**src/rtl/irst_ctrl_if.sv**
```systemverilog
// Host register bus between the core's host port and irst_ctrl.
// Single-cycle read/write strobes; read data comes back one cycle later.
interface irst_ctrl_if;
  logic        host_wr_en;
  logic        host_rd_en;
  logic [1:0]  host_addr;
  logic [15:0] host_wdata;
  logic [15:0] host_rdata;

  modport master (
    output host_wr_en,
    output host_rd_en,
    output host_addr,
    output host_wdata,
    input  host_rdata
  );

  modport slave (
    input  host_wr_en,
    input  host_rd_en,
    input  host_addr,
    input  host_wdata,
    output host_rdata
  );
endinterface

```
**src/rtl/irst_ctrl.sv**
```systemverilog
// Host controller for the IF-stage instruction-rotation self-test:
// drives the control word, times each run, reports status and irq.
module irst_ctrl #(
  parameter logic [15:0] TIMEOUT_CYCLES = 16'd4000,
  parameter int          PC_LIMIT_W     = 7
) (
  input  logic              clk,
  input  logic              rst_n,
  irst_ctrl_if.slave        host,
  output logic [15:0]       irst_reg_data,
  input  logic              irst_done,
  output logic              irq
);

  localparam int PASS_W = 13 - PC_LIMIT_W;

  typedef enum logic [1:0] {
    IDLE    = 2'd0,
    RUN     = 2'd1,
    RELEASE = 2'd2
  } state_t;

  state_t state, state_n;

  logic                  cfg_irq_en;
  logic [PC_LIMIT_W-1:0] cfg_limit;
  logic [PASS_W-1:0]     cfg_pass;
  logic [PC_LIMIT_W-1:0] sh_limit;
  logic [PASS_W-1:0]     sh_pass;
  logic [PC_LIMIT_W-1:0] lim_n;
  logic [PASS_W-1:0]     pass_n;

  logic        f_done, f_to, f_err, f_abt;
  logic [15:0] cycles;
  logic [15:0] word_n;
  logic [15:0] rd_val;

  logic wr_cfg, wr_ctl, wr_sts;
  logic start, abort, busy, to_hit;
  logic [3:0] w1c;
  logic set_done, set_to, set_err, set_abt, load;

  logic unused_wdata;
  assign unused_wdata = &{1'b0, host.host_wdata[7:6]};

  assign wr_cfg = host.host_wr_en && (host.host_addr == 2'd0);
  assign wr_ctl = host.host_wr_en && (host.host_addr == 2'd1);
  assign wr_sts = host.host_wr_en && (host.host_addr == 2'd2);

  // Abort dominates a start carried in the same CTRL write.
  assign abort = wr_ctl & host.host_wdata[1];
  assign start = wr_ctl & host.host_wdata[0] & ~host.host_wdata[1];
  assign w1c   = wr_sts ? host.host_wdata[4:1] : 4'b0000;
  assign busy  = (state != IDLE);

  assign to_hit = (TIMEOUT_CYCLES != 16'd0) &&
                  ((cycles + 16'd1) == TIMEOUT_CYCLES);

  always_comb begin
    state_n  = state;
    set_done = 1'b0;
    set_to   = 1'b0;
    set_err  = 1'b0;
    set_abt  = 1'b0;
    load     = 1'b0;
    unique case (state)
      IDLE: begin
        if (start) begin
          if (cfg_limit != '0) begin
            load    = 1'b1;
            state_n = RUN;
          end else begin
            set_err = 1'b1;
          end
        end
      end
      RUN: begin
        set_err = start;
        if (irst_done) begin
          set_done = 1'b1;
          state_n  = RELEASE;
        end else if (to_hit) begin
          set_to  = 1'b1;
          state_n = IDLE;
        end else if (abort) begin
          set_abt = 1'b1;
          state_n = IDLE;
        end
      end
      RELEASE: begin
        set_err = start;
        if (!irst_done) state_n = IDLE;
      end
      default: state_n = IDLE;
    endcase
  end

  // Control word is computed from the next state so it is a pure flop.
  always_comb begin
    lim_n  = load ? cfg_limit : sh_limit;
    pass_n = load ? cfg_pass  : sh_pass;
    word_n = '0;
    unique case (state_n)
      RUN:     word_n = {1'b1, lim_n, 2'b00, pass_n};
      RELEASE: word_n = {1'b0, lim_n, 2'b00, pass_n};
      default: word_n = '0;
    endcase
  end

  always_comb begin
    rd_val = '0;
    unique case (host.host_addr)
      2'd0: rd_val = {cfg_irq_en, cfg_limit, 2'b00, cfg_pass};
      2'd1: rd_val = '0;
      2'd2: rd_val = {11'd0, f_abt, f_err, f_to, f_done, busy};
      default: rd_val = cycles;
    endcase
  end

  always_ff @(posedge clk or negedge rst_n) begin
    if (!rst_n) begin
      state <= IDLE;
    end else begin
      state <= state_n;
    end
  end

  always_ff @(posedge clk or negedge rst_n) begin
    if (!rst_n) begin
      cfg_irq_en <= 1'b0;
      cfg_limit  <= '0;
      cfg_pass   <= '0;
    end else if (wr_cfg) begin
      cfg_irq_en <= host.host_wdata[15];
      cfg_limit  <= host.host_wdata[8 +: PC_LIMIT_W];
      cfg_pass   <= host.host_wdata[PASS_W-1:0];
    end
  end

  always_ff @(posedge clk or negedge rst_n) begin
    if (!rst_n) begin
      sh_limit <= '0;
      sh_pass  <= '0;
      cycles   <= '0;
    end else if (load) begin
      sh_limit <= cfg_limit;
      sh_pass  <= cfg_pass;
      cycles   <= '0;
    end else if (state == RUN && cycles != 16'hFFFF) begin
      cycles <= cycles + 16'd1;
    end
  end

  // Hardware set wins over a W1C in the same cycle.
  always_ff @(posedge clk or negedge rst_n) begin
    if (!rst_n) begin
      f_done <= 1'b0;
      f_to   <= 1'b0;
      f_err  <= 1'b0;
      f_abt  <= 1'b0;
    end else begin
      f_done <= (f_done & ~w1c[0]) | set_done;
      f_to   <= (f_to   & ~w1c[1]) | set_to;
      f_err  <= (f_err  & ~w1c[2]) | set_err;
      f_abt  <= (f_abt  & ~w1c[3]) | set_abt;
    end
  end

  always_ff @(posedge clk or negedge rst_n) begin
    if (!rst_n) begin
      irst_reg_data   <= '0;
      irq             <= 1'b0;
      host.host_rdata <= '0;
    end else begin
      irst_reg_data <= word_n;
      irq <= cfg_irq_en & (f_done | f_to | f_err | f_abt);
      if (host.host_rd_en) host.host_rdata <= rd_val;
    end
  end

endmodule

```
**src/flat_wrapper.sv**
```systemverilog
// flat-port wrapper written by rule: the top's interface ports become plain ports
module irst_ctrl_flat 
#(
  parameter logic [15:0] TIMEOUT_CYCLES = 16'd4000,
  parameter int          PC_LIMIT_W     = 7
)
  (clk, rst_n, irst_reg_data, irst_done, irq, host_host_wr_en, host_host_rd_en, host_host_addr, host_host_wdata, host_host_rdata);
  irst_ctrl_if host_i ();
  input  logic clk;
  input  logic rst_n;
  output logic [15:0] irst_reg_data;
  input  logic irst_done;
  output logic irq;
  input wire logic [$bits(host_i.host_wr_en)-1:0] host_host_wr_en;
  input wire logic [$bits(host_i.host_rd_en)-1:0] host_host_rd_en;
  input wire logic [$bits(host_i.host_addr)-1:0] host_host_addr;
  input wire logic [$bits(host_i.host_wdata)-1:0] host_host_wdata;
  output wire logic [$bits(host_i.host_rdata)-1:0] host_host_rdata;
  assign host_i.host_wr_en = host_host_wr_en;
  assign host_i.host_rd_en = host_host_rd_en;
  assign host_i.host_addr = host_host_addr;
  assign host_i.host_wdata = host_host_wdata;
  assign host_host_rdata = host_i.host_rdata;
  irst_ctrl #(.TIMEOUT_CYCLES(TIMEOUT_CYCLES), .PC_LIMIT_W(PC_LIMIT_W)) u_core (.clk(clk), .rst_n(rst_n), .host(host_i), .irst_reg_data(irst_reg_data), .irst_done(irst_done), .irq(irq));
endmodule
```
**config.mk**
```make
export PLATFORM = sky130hd
export DESIGN_NAME = irst_ctrl_flat
export DESIGN_NICKNAME = d
export VERILOG_FILES = /design/src/rtl/irst_ctrl_if.sv /design/src/rtl/irst_ctrl.sv /design/src/flat_wrapper.sv
export SDC_FILE = /design/constraint.sdc
export NUM_CORES = 1
export LEC_CHECK = 0
export ABC_CLOCK_PERIOD_IN_PS = 4700
export CAP_MARGIN = 20
export CORE_ASPECT_RATIO = 0.8
export CORE_UTILIZATION = 45
export DETAILED_ROUTE_END_ITERATION = 16
export PLACE_DENSITY_LB_ADDON = 0.05
export SYNTH_ARGS = -nofsm -noshare
export SYNTH_HDL_FRONTEND = slang
export SYNTH_SLANG_ARGS = --single-unit
```
**constraint.sdc**
```tcl
create_clock -name clk -period 4.7 [get_ports clk]
set_input_delay 1.41 -clock clk [delete_from_list [all_inputs] [get_ports clk]]
set_output_delay 1.41 -clock clk [all_outputs]
set_load 0.01 [all_outputs]
```
# After elaboration in Yosys (flattened, before gate mapping)
# Index checks and enable logic that the tools add are counted.
[op_classes]
add_sub_neg = 1
multipliers = 0
n_div = 0
n_lt_le_gt_ge = 0
eq_ne = 8
n_shift = 0
muxes = 29
bitwise = 20
n_reduce_logical = 10
[ops]
columns = ["operator", "n"]
rows = [
  ["case mux 16 bit (3 select lines)", 1],
  ["two-way mux 16 bit", 2],
  ["case mux 16 bit (2 select lines)", 1],
  ["adder 16 x 1 -> 16 bit (second input constant)", 1],
  ["equality test 16 x 12 -> 1 bit (second input constant)", 1],
  ["!= test 16 bit (second input constant)", 1],
  ["two-way mux 1 bit", 14],
  ["two-way mux 2 bit", 6],
  ["AND 1 bit", 8],
  ["two-way mux 7 bit", 1],
  ["bitwise OR 1 bit", 7],
  ["nonzero test 7 bit", 1],
  ["equality test 2 x 1 -> 1 bit (second input constant)", 3],
  ["equality test 2 bit (second input constant)", 3],
  ["two-way mux 6 bit", 1],
  ["case mux 2 bit (3 select lines)", 1],
  ["inverter 1 bit", 5],
  ["logical AND 1 bit", 4],
  ["logical NOT 2 bit", 2],
  ["two-way mux 4 bit", 1],
  ["nonzero test 2 bit", 2],
  ["case mux 1 bit (2 select lines)", 1],
  ["OR reduction 2 bit", 1],
]
[totals]
regBits = 82
latch_bits = 0
ram_bits = 0
romBits = 0
inputBits = 23
memories = 0

# Longest topological paths before layout
# Gate-level depths: netlist of the first run.
[depth]
ltp_word = 9
mapped_depth = 12

# Worst setup path before layout of the first run
# OpenSTA, ideal clock, no wires.
[synth_timing]
kind = "input-to-reg"
from = "in host_host_addr[1]"
to = "reg u_core.irst_reg_data[10]"
setup_time_ps = 118
arrival_time_ps = 3432
path_slack_ps = 1149
stages = 11
path_cell_list = "buf_2 and3b_1 nand3b_1 nor2_2 a2bb2oi_1 o31a_1 a311oi_1 ha_1 o21bai_1 clkbuf_1 and2b_1"
[synth_via]
elab_chain_cells = 9
elab_cells_between_ends = 16
classes_between = "eq/ne (3); mux (9); bitwise (3); reduce/logical (1)"
[synth_rtl]
columns = ["element", "line", "text"]
rows = [
  ["from (decl)", "flat_wrapper.sv:16", "input wire logic [$bits(host_i.host_addr)-1:0] host_host_addr;"],
  ["equality test 2 x 1 -> 1 bit (*)", "irst_ctrl.sv:47", "assign wr_ctl = host.host_wr_en && (host.host_addr == 2'd1);"],
  ["logical AND 1 bit (*)", "irst_ctrl.sv:47", ""],
  ["AND 1 bit", "irst_ctrl.sv:51", "assign abort = wr_ctl & host.host_wdata[1];"],
  ["two-way mux 2 bit", "irst_ctrl.sv:85", "end else if (abort) begin"],
  ["two-way mux 2 bit", "irst_ctrl.sv:82", "end else if (to_hit) begin"],
  ["two-way mux 2 bit", "irst_ctrl.sv:79", "if (irst_done) begin"],
  ["case mux 2 bit (3 select lines) (*)", "irst_ctrl.sv:66", "unique case (state)"],
  ["named net u_core.state_n[1]", "irst_ctrl.sv:23", "state_t state, state_n;"],
  ["equality test 2 bit / equality test 2 x 1 -> 1 bit (equally long branches)", "irst_ctrl.sv:103", "unique case (state_n)"],
  ["case mux 16 bit (2 select lines) (*)", "irst_ctrl.sv:103", ""],
  ["named net u_core.word_n[10]", "irst_ctrl.sv:35", "logic [15:0] word_n;"],
  ["to (signal assigned)", "irst_ctrl.sv:175", "irst_reg_data <= word_n;"],
  ["to (decl)", "irst_ctrl.sv:10", "output logic [15:0] irst_reg_data,"],
]
# Mark *: on every way through the listed nets, which the timed path passes. The rest lies on a longest branch.
# A chain may end at the register's enable or synchronous reset.

# Worst setup path after layout of the first run
[layout_timing]
from = "in host_host_addr[0]"
to = "reg u_core.irst_reg_data[10]"
# The elaborated chain is that of the path after synthesis.

==> flow_summary.toml, run 1 <==
[logic_synthesis]
synthesis.instances = 343
synth_flop_cell = "dfrtp_1"
seq_area_frac_synth = 0.5222
ys_seq_elements = 80
synthTopCellsByCount = "dfrtp_1, nor2_1, mux2_2"
synth.avg_cell_area_sq_um = 11.18
synth_top_area_cell = "dfrtp_1"
netlist_top_cells_area = "dfrtp_1, mux2_2, nor2_1, a22oi_1, ha_1"
synth-edff-count = 0
ys_types = 60
syn_area_sq_mm = 0.003834
synth_top_area_frac = 0.5222
yosys_warnings = 0
synth.most_common_cell = "dfrtp_1"
synthArstFlopShare = 1.000

[global_route]
grt_pass1_vias = 2702
grt_first_pass_wirelength_um = 14050
grt_max_degree = 81
antenna_found_initial = 0
grt_usage = 0.2055
gr-total-overflow = 0

[die]
die_area_sq_mm = 0.008895
coreArea_sq_mm = 0.008092
num_rows = 29
die_w_um = 105.2
io-pin-count = 56
initial_utilization = 0.4738
dieHeight_um = 84.56

[setup_path]
r2r_end = "u_core.irst_reg_data[10]"
cp_data_arrival_time_ns = 4.01
startpoint = "host_host_addr[0]"
worstPathCellList = "clkdlybuf4s50_1, buf_4, and3b_1, nand3b_1, nor2_2, a2bb2oi_1, o31a_1, a311oi_1, ha_1, o21bai_1, buf_4, and2b_1"
endpoint = "u_core.irst_reg_data[10]"
critPathMaxFanout = 13
critPathBufInv = 3
slowest_stage = "clkdlybuf4s50_1"
crit_family = "buffers and inverters"
critPathLaunchType = "primary input"
crit_type = "in -> reg"
critPathCaptureType = "flip-flop"
r2r_cells = 11
slowest_delay_ns = 0.46
cp.required_ns = 4.94
r2r_slack_ns = 1.30
rr_startpoint = "u_core.cycles[0]"
path_depth = 12
cp_common_cell = "buf_4"

[timing]
setup_viol = 0
holdWs_ns = 0.4944
rsz0062_at_grt = "no"
setup_ws_ns = 0.9264
fin_crit_sh = 0.8029
hold_viol = 0
relSlewSlack = 0.3462
clock_skew_ns = 0.009136
fin_crit_ns = 3.774
maxSlewViolCount = 0
tightest_slew_ns = 0.9772
fmax_mhz = 265.0
final.setup.tns_ns = 0

[cells_and_area]
fin_area_sq_mm = 0.004661
fill_cells = 730
antenna_cells = 0
drive_above_1_share = 0.1646
nNetsFinal = 421
fin_util = 0.5760
area_growth_pct = 21.57
finalNonFillerCells = 503

[power]
sw_frac_of_total = 0.3432
power_mw = 2.375
ir_drop_v = 0.0001947
switchingPower_mw = 0.8150
clkPwrFrac = 0.236
leakage_nw = 2.004
p_comb_frac = 0.295
seqPwrFrac = 0.469
power.density_mw_per_mm2 = 509.5
p_int_mw = 1.560

[drt]
num_vias = 2705
first_pass_iters = 4
drtIter0Drc = 164
drc = 0
drtAntennaViolNets = 0
drt-wirelength-per-cell_um = 16.78
detail_route.vias_per_cell = 5.378
routed_wl_um = 8439

[clock_network]
root_buffer = "clkbuf_8"
clkSinkCount = 80
ctsResizeCount = 0
cts_tree = "built"
clkLatencyLatePin_ns = 0.35
cts_buffers = 9
htree_levels = 3
cts_setup_buffers = 0
clk_pin_slew_worst_paths_ns = 0.09
cts.path.max_buffers = 2
hold_buffers = 0

[placement]
post-place-ws_ns = 0.6063
port_buffers = 51
hpwl_um = 5926
post_dp_cell_area_sq_mm = 0.004400
place.gp.congestion = 0.8331
dp_cells = 485

[worst_hold_path]
hold_class = "reg -> reg"

[run_status]
status = "finished, final reports clean"

[flow_run]
drv_cap = 0
[worst min-delay path by stage]
| stage | depth (start not counted) | endpoint | start | slack (ns) |
|---|---|---|---|---|
| final | 1 | u_core.sh_limit[4] | u_core.sh_limit[4] | 0.49 |
| after floorplan | 2 | u_core.f_err | u_core.f_err | 0.46 |
| after global routing | 1 | u_core.sh_pass[5] | u_core.sh_pass[5] | 0.51 |
| after CTS | 1 | u_core.sh_limit[5] | u_core.sh_limit[5] | 0.50 |
| after global placement | 1 | u_core.sh_pass[1] | u_core.sh_pass[1] | 0.47 |
| after detailed placement | 1 | u_core.sh_limit[5] | u_core.sh_limit[5] | 0.48 |
[state kept, by name, indices dropped and copies added (netlist names), 2 cells and up]
signal,count
u_core.cycles,16
u_core.host.host_rdata,16
u_core.irst_reg_data,14
u_core.cfg_limit,7
u_core.sh_limit,7
u_core.cfg_pass,6
u_core.sh_pass,6
u_core.state,2
[worst register-to-register path, delay by kind of cell, from the launching register on]
kind / cells / cell delay, ns
flip-flops: 1 / 0.60
AO/OA/AOI/OAI: 4 / 0.85
AND/OR/NAND/NOR: 4 / 1.07
buffers and inverters: 1 / 0.22
adder cells (fa/ha/maj): 2 / 0.55
[final cells by class]
cell class	count	area (sq um)	share of cell area
multi-input cells	234	1692	0.3630
inverters	7	26.28	0.005638
clock buffers	10	127.6	0.02738
flip-flops and latches	80	2002	0.4295
clock inverters	6	90.09	0.01933
well taps	108	135.1	0.02899
repair buffers	58	588.1	0.1262
[logic make-up (layout without fill, tap and decap cells)]
logic type               Yosys count  count (layout)  synth area share
flip-flops                        80              80            0.5222
AND/OR/NAND/NOR                  114             114            0.1684
AO/OA/AOI/OAI                     62              62            0.1123
buffers and inverters             30              81           0.03884
adder cells (fa/ha/maj)            8               8           0.02611
multiplexers                      32              32           0.09465
other                              1               2         0.0009782
XOR/XNOR                          16              16           0.03655
[routing by layer]
metal	vias up	wire (um)	GRT usage
li1	1294	-	-
met3	4	301	0.05047
met5	-	0	0
met2	64	3997	0.3230
met1	1343	4096	0.2844
met4	0	44	0.05762
[cells in the final DEF, fill, tap and decap left out, types with 3 or more instances in the layout]
| cell | Yosys | layout |
|---|---|---|
| inv_1 | 7 | 7 |
| clkbuf_8 | 0 | 9 |
| nand4_1 | 4 | 4 |
| nor2_1 | 34 | 34 |
| ha_1 | 8 | 8 |
| a22oi_1 | 15 | 15 |
| nor3_1 | 3 | 3 |
| buf_4 | 2 | 6 |
| and2b_1 | 9 | 9 |
| nand2_1 | 20 | 20 |
| mux2_2 | 30 | 30 |
| and3b_1 | 3 | 3 |
| nor2b_1 | 4 | 4 |
| clkdlybuf4s50_1 | 0 | 50 |
| o21ai_0 | 6 | 6 |
| xor2_1 | 11 | 11 |
| xnor2_1 | 5 | 5 |
| dfrtp_1 | 80 | 80 |
| nand4b_1 | 4 | 4 |
| a21oi_1 | 18 | 18 |
| nand3_1 | 11 | 11 |
| and3_1 | 3 | 3 |
| nor3b_1 | 4 | 3 |
[power groups by stage]
| stage | Combinational [mW] | Sequential (mW) | Clock (mW) |
|---|---|---|---|
| detailed placement | 0.699 | 1.12 | 0 |
| global placement | 0.682 | 1.12 | 0 |
| finish | 0.701 | 1.11 | 0.561 |
| floorplan | 0.529 | 1.02 | 0 |
| CTS | 0.702 | 1.11 | 0.576 |
| global route | 0.781 | 1.14 | 0.605 |
(Power assumes the default switching activity.)
==> run 2, diff against run 1 <==
--- a/config.mk
+++ b/config.mk
@@ -5,7 +5,7 @@
 export SDC_FILE = /design/constraint.sdc
 export NUM_CORES = 1
 export LEC_CHECK = 0
-export ABC_CLOCK_PERIOD_IN_PS = 4700
+export ABC_CLOCK_PERIOD_IN_PS = 3700
 export CAP_MARGIN = 20
 export CORE_ASPECT_RATIO = 0.8
 export CORE_UTILIZATION = 45
==> constraint.sdc (replaced) <==
create_clock -name clk -period 3.7 [get_ports clk]
set_input_delay 1.11 -clock clk [delete_from_list [all_inputs] [get_ports clk]]
set_output_delay 1.11 -clock clk [all_outputs]
set_load 0.01 [all_outputs]
==> flow_summary.toml, run 2 (synthesis gave the netlist of run 1 again) <==
[cells_and_area]
fill_cells = 680
drive_above_1_share = 0.1688
final_cell_mix = "dfrtp_1, clkdlybuf4s50_1, nor2_1"
antenna_cells = 0
finalNonFillerCells = 505
biggestRegsByFlops = "u_core.cycles x16, u_core.host.host_rdata x16, u_core.irst_reg_data x14"
layout_commonest_cell = "dfrtp_1"
fin_area_sq_mm = 0.004661
area_growth_pct = 21.57
nNetsFinal = 423

[clock_network]
cts.path.max_buffers = 2
root_buffer = "clkbuf_8"
htree_levels = 3
ctsResizeCount = 0
clkLatencyLatePin_ns = 0.36
hold_buffers = 0
cts_tree = "built"
cts_setup_buffers = 0
clk_pin_slew_worst_paths_ns = 0.08
cts_buffers = 9
clkSinkCount = 80

[placement]
hpwl_um = 5894
dp_cells = 488
post_dp_cell_area_sq_mm = 0.004436
place.gp.congestion = 0.8018
port_buffers = 51

[timing]
clock_skew_ns = 0.01178
maxSlewViolCount = 0
final.setup.tns_ns = 0
rsz0062_at_grt = "no"
relSlewSlack = 0.3553
setup_viol = 0
tightest_slew_ns = 0.9634
fin_crit_sh = 0.8803
hold_viol = 0
holdWs_ns = 0.4988
fmax_mhz = 307.0
fin_crit_ns = 3.257

[setup_path]
critPathCaptureType = "flip-flop"
critPathMaxFanout = 13
cp.required_ns = 3.95
crit_type = "in -> reg"
cp_data_arrival_time_ns = 3.51
critPathLaunchType = "primary input"

[global_route]
grt_pass1_vias = 2761
grt_first_pass_wirelength_um = 14610
gr-total-overflow = 0
grt_max_degree = 81
grt_usage = 0.2143
antenna_found_initial = 0

[drt]
drc = 0
drtAntennaViolNets = 0
drt-wirelength-per-cell_um = 17.00
num_vias = 2761
first_pass_iters = 4
routed_wl_um = 8583
detail_route.vias_per_cell = 5.467
drtIter0Drc = 146

[die]
initial_utilization = 0.4738
dieHeight_um = 84.56
die_w_um = 105.2
io-pin-count = 56
coreArea_sq_mm = 0.008092
num_rows = 29
die_area_sq_mm = 0.008895

[run_status]
status = "finished, final reports clean"

[power]
ir_drop_v = 0.0002881
leakage_nw = 2.009
power.density_mw_per_mm2 = 641.4

[worst_hold_path]
hold_class = "reg -> reg"

[flow_run]
drv_cap = 0
[run 2: changes by cell type in the layout (fill, tap and decap cells not counted)]
cell	before	now
clkinv_4	0	1
clkbuf_8	9	10
inv_6	2	0
bufinv_16	2	1
buf_12	0	1
buf_8	1	0
buf_4	6	8
clkinv_2	1	2
[run 2: power by group]
| part | leakage [nW] | internal, mW | total (mW) | switching, mW |
|---|---|---|---|---|
| clock | 0.0993 | 0.329 | 0.655 | 0.326 |
| sequential | 1.01 | 1.13 | 1.39 | 0.267 |
| combinational | 0.897 | 0.494 | 0.941 | 0.447 |
[run 2: worst paths after layout]
check,from,endpoint,slack [ns],cells past startpoint
hold / removal,u_core.sh_limit[0],u_core.sh_limit[0],0.50,1
max in group asynchronous,rst_n,u_core.irst_reg_data[8],2.46,2
hold reg to reg,u_core.sh_limit[0],u_core.sh_limit[0],0.50,1
setup reg to reg,u_core.cycles[1],u_core.irst_reg_data[12],0.58,11
setup / recovery,host_host_addr[0],u_core.irst_reg_data[12],0.44,11
min in group asynchronous,rst_n,u_core.irst_reg_data[15],0.66,1
[run 2: cell type report]
class	count	area (sq um)	area share
Inverter	7	26.28	0.005638
Clock inverter	5	56.30	0.01208
Sequential cell	80	2002	0.4295
Clock buffer	11	141.4	0.03034
Tap cell	108	135.1	0.02899
Multi-Input combinational cell	234	1692	0.3630
Timing Repair Buffer	60	608.1	0.1305
[run 2: metrics by stage]
step / power, mW / utilization / worst slack, ns
final: 2.990 / 0.5760 / 0.4428
after global routing: 3.190 / 0.5760 / 0.08437
after CTS: 3.010 / 0.5726 / 0.4505
after detailed placement: 2.348 / 0.5482 / 0.08533
after global placement: 2.323 / 0.5482 / 0.1157
after floorplan: 1.971 / - / 0.4494
[run 2: critical path, cell delays in order]
cell and delay [ns]:
clkdlybuf4s50_1 0.50, and3b_1 0.19, nand3b_1 0.12, nor2_2 0.17
a2bb2oi_1 0.30, o31a_1 0.21, a311oi_1 0.07, ha_1 0.33
o21bai_1 0.15, buf_12 0.18, and2b_1 0.18
[run 2: per-layer routing]
layer	part of all wire	wire, um	track usage
met5	0	0	0
met4	0.014	119	0.07554
met3	0.034	291	0.04348
met2	0.46	3966	0.3230
met1	0.49	4205	0.3081
==> run 3, diff against run 2 <==
--- a/config.mk
+++ b/config.mk
@@ -10,6 +10,7 @@
 export CORE_ASPECT_RATIO = 0.8
 export CORE_UTILIZATION = 45
 export DETAILED_ROUTE_END_ITERATION = 16
+export DONT_BUFFER_PORTS = 1
 export PLACE_DENSITY_LB_ADDON = 0.05
 export SYNTH_ARGS = -nofsm -noshare
 export SYNTH_HDL_FRONTEND = slang
==> flow_summary.toml, run 3 (synthesis gave the netlist of run 1 again) <==
[run_status]
status = "finished, final reports clean"

[placement]
port_buffers = 0
hpwl_um = 5828
place.gp.congestion = 0.8035

[timing]
fin_crit_ns = 3.064
fin_crit_sh = 0.8282
maxSlewViolCount = 0
hold_viol = 0
relSlewSlack = 0.4592
final.setup.tns_ns = 0
fmax_mhz = 326.3
clock_skew_ns = 0.009572
rsz0062_at_grt = "no"
tightest_slew_ns = 0.8086
setup_viol = 0

[cells_and_area]
layout_commonest_cell = "dfrtp_1"
drive_above_1_share = 0.1866
area_growth_pct = 7.115
biggestRegsByFlops = "u_core.cycles x16, u_core.host.host_rdata x16, u_core.irst_reg_data x14"
final_cell_mix = "dfrtp_1, nor2_1, mux2_2"
nNetsFinal = 369
antenna_cells = 0
fill_cells = 732

[global_route]
antenna_found_initial = 0
grt_pass1_vias = 2619
grt_first_pass_wirelength_um = 14310
grt_max_degree = 81
grt_usage = 0.2132
gr-total-overflow = 0

[drt]
num_vias = 2544
drtIter0Drc = 153
drtAntennaViolNets = 0
drc = 0
first_pass_iters = 4
detail_route.vias_per_cell = 5.641
routed_wl_um = 8496
drt-wirelength-per-cell_um = 18.84

[setup_path]
cp_data_arrival_time_ns = 3.32
crit_type = "reg -> reg"
r2r_cells = 11
critPathLaunchType = "flip-flop"
critPathCaptureType = "flip-flop"
critPathMaxFanout = 13
cp.required_ns = 3.95

[clock_network]
hold_buffers = 0
htree_levels = 3
clkSinkCount = 80
cts.path.max_buffers = 2
cts_tree = "built"
cts_buffers = 9
ctsResizeCount = 0
cts_setup_buffers = 0
clkLatencyLatePin_ns = 0.36
clk_pin_slew_worst_paths_ns = 0.09
root_buffer = "clkbuf_8"

[die]
num_rows = 29
io-pin-count = 56
initial_utilization = 0.4738
dieHeight_um = 84.56
coreArea_sq_mm = 0.008092
die_w_um = 105.2
die_area_sq_mm = 0.008895

[worst_hold_path]
hold_class = "in -> async"

[power]
power_mw = 2.830
ir_drop_v = 0.0003159
power.density_mw_per_mm2 = 689.1
leakage_nw = 1.793

[flow_run]
drv_cap = 0
run 3: changes by cell type in the layout (fill, tap and decap cells not counted):
cell	before	now
buf_12	1	0
buf_16	1	0
buf_4	8	6
clkbuf_1	1	0
clkdlybuf4s50_1	50	0
clkinv_2	2	1
clkinv_4	1	3
run 3: final timing paths:
path                                     from                       end  slack, ns
min                                     rst_n          u_core.cycles[8]       0.44
max in group asynchronous               rst_n        u_core.sh_limit[4]       3.14
min in group clk           u_core.sh_limit[4]        u_core.sh_limit[4]       0.50
max                          u_core.cycles[0]  u_core.irst_reg_data[14]       0.64
min reg2reg                u_core.sh_limit[4]        u_core.sh_limit[4]       0.50
max reg2reg                  u_core.cycles[0]  u_core.irst_reg_data[14]       0.64
run 3: report_power, final:
group | total [mW] | leakage, nW | internal, mW | switching, mW
Clock | 0.669 | 0.102 | 0.332 | 0.337
Combinational | 0.726 | 0.678 | 0.362 | 0.364
Sequential | 1.43 | 1.01 | 1.13 | 0.308
Total | 2.83 | 1.79 | 1.82 | 1.01
run 3: critical path, stage by stage, from the launching register on:
cell	delay (ns)
dfrtp_1	0.36
ha_1	0.29
nand3_1	0.19
nor4_1	0.38
o21ai_0	0.16
o31ai_1	0.20
nand3_1	0.27
a31o_2	0.34
ha_1	0.19
o21bai_1	0.13
buf_4	0.23
and2b_1	0.20
run 3: routing by layer:
metal  global-route usage  routed length, um  vias to the layer above
li1                     -                  -                     1197
met1               0.2908               3940                     1278
met2               0.3116               3891                       58
met3              0.08307                565                       11
met4              0.06914                 99                        0
met5                    0                  0                        -
run 3: cell type report:
type	instances	area, sq um	share of cell area
Clock inverter	6	68.82	0.01676
Timing Repair Buffer	6	45.04	0.01097
Tap cell	108	135.1	0.03291
Inverter	7	26.28	0.006399
Multi-Input combinational cell	234	1692	0.4119
Sequential cell	80	2002	0.4875
Clock buffer	10	137.6	0.03352
run 3: metrics by stage:
stage | area [sq um] | hold slack (ns) | util | instances | worst slack, ns
floorplan | 3837 | 0.4637 | - | 344 | 0.4494
global placement | 3900 | 0.4752 | 0.4820 | 435 | 0.5556
detailed placement | 3900 | 0.4774 | 0.4820 | 435 | 0.5258
CTS | 4106 | 0.4192 | 0.5075 | 451 | 0.6187
global route | 4106 | 0.4080 | 0.5075 | 451 | 0.2963
finish | 4106 | 0.4363 | 0.5075 | 451 | 0.6355
